$ cat src/rtl/irq_pkg.sv
// Shared types and register offsets for the interrupt controller.
package irq_pkg;

    typedef enum logic [1:0] {
        StIdle,
        StAssert,
        StService
    } irq_state_e;

    localparam logic [15:0] OffPending = 16'd0;
    localparam logic [15:0] OffMask    = 16'd1;
    localparam logic [15:0] OffMode    = 16'd2;
    localparam logic [15:0] OffStatus  = 16'd3;

endpackage

$ cat src/rtl/irq_sync_edge.sv
// Two-flop synchroniser for one asynchronous interrupt source, plus rising-edge detect.
module irq_sync_edge (
    input  logic clk_i,
    input  logic rst_ni,
    input  logic d_i,
    output logic level_o,
    output logic rise_o
);

    logic meta_q;
    logic sync_q;
    logic prev_q;

    always_ff @(posedge clk_i or negedge rst_ni) begin
        if (!rst_ni) begin
            meta_q <= 1'b0;
            sync_q <= 1'b0;
            prev_q <= 1'b0;
        end else begin
            meta_q <= d_i;
            sync_q <= meta_q;
            prev_q <= sync_q;
        end
    end

    assign level_o = sync_q;
    assign rise_o  = sync_q & ~prev_q;

endmodule

$ cat src/rtl/irq_controller.sv
// Prioritised interrupt controller: per-channel edge/level latching, masking,
// and an IDLE/ASSERT/SERVICE handshake with the CPU.
module irq_controller #(
    parameter int unsigned NUM_CH    = 4,
    parameter logic [15:0] BASE_ADDR = 16'hFF10
) (
    input  logic              clk_i,
    input  logic              rst_ni,
    input  logic [NUM_CH-1:0] src_irq_i,
    input  logic [15:0]       waddr_i,
    input  logic [15:0]       wdata_i,
    input  logic              wenable_i,
    input  logic [15:0]       raddr_i,
    output logic [15:0]       rdata_o,
    output logic              irq_o,
    input  logic              reset_irq_i,
    output logic [3:0]        vector_o
);

    import irq_pkg::*;

    logic [NUM_CH-1:0] lvl, rise, set_bits, clr_bits, enabled, vec_onehot;
    logic [NUM_CH-1:0] pend_q, pend_d, mask_q, mode_q;
    irq_state_e        state_q;
    logic              irq_q;
    logic [3:0]        vector_q;
    logic [3:0]        win_idx;
    logic              win_valid, vec_pending, ack;
    logic              wr_pend, wr_mask, wr_mode, wr_status;
    logic [15:0]       pend_ext, mask_ext, mode_ext;
    logic              unused_wdata;

    for (genvar i = 0; i < NUM_CH; i++) begin : g_sync
        irq_sync_edge u_sync (
            .clk_i   (clk_i),
            .rst_ni  (rst_ni),
            .d_i     (src_irq_i[i]),
            .level_o (lvl[i]),
            .rise_o  (rise[i])
        );
    end

    assign wr_pend   = wenable_i && (waddr_i == BASE_ADDR + OffPending);
    assign wr_mask   = wenable_i && (waddr_i == BASE_ADDR + OffMask);
    assign wr_mode   = wenable_i && (waddr_i == BASE_ADDR + OffMode);
    assign wr_status = wenable_i && (waddr_i == BASE_ADDR + OffStatus);

    assign unused_wdata = ^wdata_i;

    assign ack         = (state_q == StAssert) && reset_irq_i;
    assign vec_onehot  = NUM_CH'(1) << vector_q;
    assign vec_pending = |(pend_q & vec_onehot);
    assign enabled     = pend_q & mask_q;
    assign win_valid   = |enabled;

    // Scan downward so the lowest enabled index is the last one written.
    always_comb begin
        win_idx = 4'd0;
        for (int i = NUM_CH - 1; i >= 0; i--) begin
            if (enabled[i]) begin
                win_idx = 4'(i);
            end
        end
    end

    // Set takes precedence over clear, so a held level survives W1C and acknowledge.
    always_comb begin
        set_bits = (mode_q & rise) | (~mode_q & lvl);
        clr_bits = wr_pend ? wdata_i[NUM_CH-1:0] : '0;
        if (ack) begin
            clr_bits = clr_bits | vec_onehot;
        end
        pend_d = (pend_q & ~clr_bits) | set_bits;
    end

    always_ff @(posedge clk_i or negedge rst_ni) begin
        if (!rst_ni) begin
            pend_q <= '0;
            mask_q <= '0;
            mode_q <= '0;
        end else begin
            pend_q <= pend_d;
            if (wr_mask) begin
                mask_q <= wdata_i[NUM_CH-1:0];
            end
            if (wr_mode) begin
                mode_q <= wdata_i[NUM_CH-1:0];
            end
        end
    end

    always_ff @(posedge clk_i or negedge rst_ni) begin
        if (!rst_ni) begin
            state_q  <= StIdle;
            irq_q    <= 1'b0;
            vector_q <= 4'd0;
        end else begin
            unique case (state_q)
                StIdle: begin
                    if (win_valid) begin
                        vector_q <= win_idx;
                        irq_q    <= 1'b1;
                        state_q  <= StAssert;
                    end
                end
                StAssert: begin
                    if (reset_irq_i) begin
                        irq_q   <= 1'b0;
                        state_q <= StService;
                    end else if (!vec_pending) begin
                        irq_q   <= 1'b0;
                        state_q <= StIdle;
                    end
                end
                StService: begin
                    if (wr_status) begin
                        state_q <= StIdle;
                    end
                end
                default: begin
                    irq_q   <= 1'b0;
                    state_q <= StIdle;
                end
            endcase
        end
    end

    always_comb begin
        pend_ext = '0;
        mask_ext = '0;
        mode_ext = '0;
        pend_ext[NUM_CH-1:0] = pend_q;
        mask_ext[NUM_CH-1:0] = mask_q;
        mode_ext[NUM_CH-1:0] = mode_q;
        rdata_o = 16'h0000;
        if (raddr_i == BASE_ADDR + OffPending) begin
            rdata_o = pend_ext;
        end else if (raddr_i == BASE_ADDR + OffMask) begin
            rdata_o = mask_ext;
        end else if (raddr_i == BASE_ADDR + OffMode) begin
            rdata_o = mode_ext;
        end else if (raddr_i == BASE_ADDR + OffStatus) begin
            rdata_o = {(state_q == StService), irq_q, 10'b0, vector_q};
        end
    end

    assign irq_o    = irq_q;
    assign vector_o = vector_q;

endmodule

$ cat config.mk
export PLATFORM = sky130hd
export DESIGN_NAME = irq_controller
export DESIGN_NICKNAME = d
export VERILOG_FILES = /design/src/rtl/irq_pkg.sv /design/src/rtl/irq_sync_edge.sv /design/src/rtl/irq_controller.sv
export SDC_FILE = /design/constraint.sdc
export NUM_CORES = 1
export LEC_CHECK = 0
export CAP_MARGIN = 5
export CORE_UTILIZATION = 41
export DETAILED_ROUTE_END_ITERATION = 12
export PLACE_DENSITY = 0.8
export SLEW_MARGIN = 20
export SYNTH_ARGS = -nofsm -noshare
export SYNTH_HDL_FRONTEND = slang
export SYNTH_SLANG_ARGS = --single-unit
export TNS_END_PERCENT = 20
$ cat constraint.sdc
create_clock -name clk_i -period 2.58 [get_ports clk_i]
set_input_delay 0.258 -clock clk_i [delete_from_list [all_inputs] [get_ports clk_i]]
set_output_delay 0.258 -clock clk_i [all_outputs]
set_load 0.01 [all_outputs]
==> impl_metrics.ini <==
[sta]
slew_headroom = 0.656
timing.final.ws_setup_ps = 94.6
tns_ps = 0
skew_ps = 11.0
finalSetupViolCount = 0
hold_violations = 0
clock.fmax_mhz = 402
rsz0062_at_grt = no
finalCriticalPeriod_ps = 2490
worstMarginPinSlew_ps = 512
finalMaxSlewViolations = 0
fin_crit_sh = 0.963

[drt]
wl_um = 3410
via_per_inst = 5.21
wl_per_cell_um = 14.8
postRouteAntennaNets = 0
drtIter0Drc = 34
firstDrtPassIters = 4
drc = 0
num_vias = 1198

[placement]
dp_hpwl_um = 2700
place_inst = 222
pre_cts_ws_ps = -215
place_area_um2 = 1970
gp_congestion = 0.892
port_buffers = 52

[job]
cap_violations = 0

[floorplanning]
core_area_um2 = 3340
die_y_um = 60.9
dieArea_um2 = 3710
num_rows = 21
start_util = 0.426
num_io_pins = 77
die_x_um = 60.9

[power_and_ir_drop]
p_leak_nw = 0.876
peakVddDrop_v = 0.000371
p_per_area_nw_per_um2 = 467

[finish]
fin_cells = 230
layout.nets = 239
diodes = 0
area_delta_synth_final_pct = 44.7
design_area_um2 = 2060
seqCellArea_um2 = 726
fillCellCount = 274
layout-drive-gt1-share = 0.141
finish.utilization = 0.616
multi_input_area_um2 = 638

[global_route]
grt_pass1_wl_um = 5420
grt_overflow = 0
antenna_found_initial = 0
grtUsageTotal = 0.206
grt_pass1_vias = 1226
grt_max_degree = 30

[synth]
synth_cell_types = 33
async_flop_share = 1.00
syn_inst = 123
synth_top_family_by_area = simple AND/OR/NAND/NOR gates
syn_area_um2 = 1420
ys.flop_type = dfrtp_1
synth-xor-area-share = 0
yosysWarnings = 0
synthSimpleGateAreaFrac = 0.191
ys_ff_latch = 29
synthTopCellsByArea = dfrtp_1 (51%), buf_4 (6.3%), mux2_2 (5.5%)
muxShareOfSynthArea = 0.125
synth_seq_area_share = 0.511
yosys.area.top_type = dfrtp_1
yosysTopAreaCellShare = 0.511
yosysMostFrequentCell = dfrtp_1
synth.avg_cell_area_um2 = 11.6
synthTopCellsByCount = dfrtp_1 (29), buf_4 (12), nand2_1 (9)
synth_enable_flop_cells = 0
synth_compound_area_frac = 0.0968
synthAdderAreaFrac = 0

[critical_path]
cp_num_buf_inv = 3
cp.depth = 7
r2r_slack_ps = 1160
required_ps = 2320
path_class = primary input to output pin
crit_path_cell_trace = clkdlybuf4s50_1, or4b_2, nor4_2, buf_4, nand3_1, nor2_1, dlygate4sd2_1
cp-end-kind = output pin
critPathArrivalTime_ps = 2230
reg2reg_depth = 2
crit_family = simple AND/OR/NAND/NOR gates
max_stage_delay_ps = 680
cp_slowest_cell = or4b_2
crit_path_start_kind = primary input
critPathMaxFanout = 2

[cts]
clk_pin_slew_ps = 90
clockBufferDepth = 2
cts_sinks = 29
htreeDepth = 2
cts_tree = yes
cts_root_buf = clkbuf_4
cts-buffers-inserted = 5
clk_latency_ps = 330

[outcome]
status = complete, no violations

[min_path]
hp-class = primary input to async pin
metal layers:
metal  wire, um  part of all wire  track usage
met5          0                 0            0
met1       1200              0.35        0.215
met4         98             0.029        0.123
met3        277             0.081       0.0533
met2       1830              0.54        0.370
per-stage QoR:
| stage | power (W) | hold WS, ps |
|---|---|---|
| floorplan | 0.000513 | -37.6 |
| global placement | 0.000578 | 331 |
| detailed placement | 0.000581 | 336 |
| CTS | 0.000967 | 307 |
| global route | 0.000998 | 329 |
| finish | 0.000960 | 305 |
cells in the final DEF (no fill, tap or decap), types with 2 or more instances in the layout:
| cell | count |
|---|---|
| a22o_1 | 2 |
| dlygate4sd2_1 | 6 |
| a21o_1 | 2 |
| a31oi_1 | 2 |
| dfrtp_1 | 29 |
| conb_1 | 12 |
| buf_4 | 4 |
| nand3b_1 | 4 |
| and2_1 | 4 |
| a32o_1 | 3 |
| nor2_1 | 6 |
| or3_1 | 3 |
| clkdlybuf4s50_1 | 46 |
| nand2b_1 | 2 |
| mux2_2 | 7 |
| o21ai_0 | 5 |
| a21oi_1 | 3 |
| inv_1 | 2 |
| nand2_1 | 9 |
| nand4_1 | 2 |
| clkbuf_4 | 5 |
| nand3_1 | 5 |
| mux2i_1 | 2 |
| nand4b_1 | 2 |
| mux4_2 | 3 |
final timing paths:
path                                         start                       end
setup reg to reg                       vector_o[0]                state_q[0]
min in group clk_i         g_sync[1].u_sync.meta_q  g_sync[1].u_sync.level_o
setup / recovery                        raddr_i[3]               rdata_o[15]
max in group asynchronous                   rst_ni                 pend_q[3]
hold reg to reg            g_sync[1].u_sync.meta_q  g_sync[1].u_sync.level_o
hold / removal                              rst_ni   g_sync[0].u_sync.prev_q
logic make-up after synthesis:
logic type | after synthesis
DFF | 29
and+or+nand+nor | 44
muxes | 13
AOI/OAI and AO/OA | 20
buffers and inverters | 16
other | 1
flip-flops by register name (all words and copies together), names as in the netlist:
signal                 count
g_sync.u_sync.level_o      4
g_sync.u_sync.meta_q       4
g_sync.u_sync.prev_q       4
mask_q                     4
mode_q                     4
pend_q                     4
state_q                    2
vector_o                   2
irq_o                      1
final cells by class:
| type | count | area share |
|---|---|---|
| clock buffer | 7 | 0.0268 |
| tap | 46 | 0.0280 |
| inverter | 2 | 0.00365 |
| sequential | 29 | 0.353 |
| multi-input combinational | 89 | 0.310 |
| clock inverter | 1 | 0.0146 |
| timing repair buffer | 56 | 0.264 |
where the power goes:
group	total, W	internal [W]	switching (W)
logic	0.000104	0.0000673	0.0000370
registers	0.000467	0.000464	0.00000369
clock network	0.000388	0.000231	0.000157
repair_timing:
item                       in CTS  in global routing
setup buffers                   0                  0
hold endpoints to repair        0                  0
hold buffers                    0                  0
gates resized for setup         7                  0
setup endpoints to repair       6                  0
No activity file was read; power rests on OpenSTA's default activity.
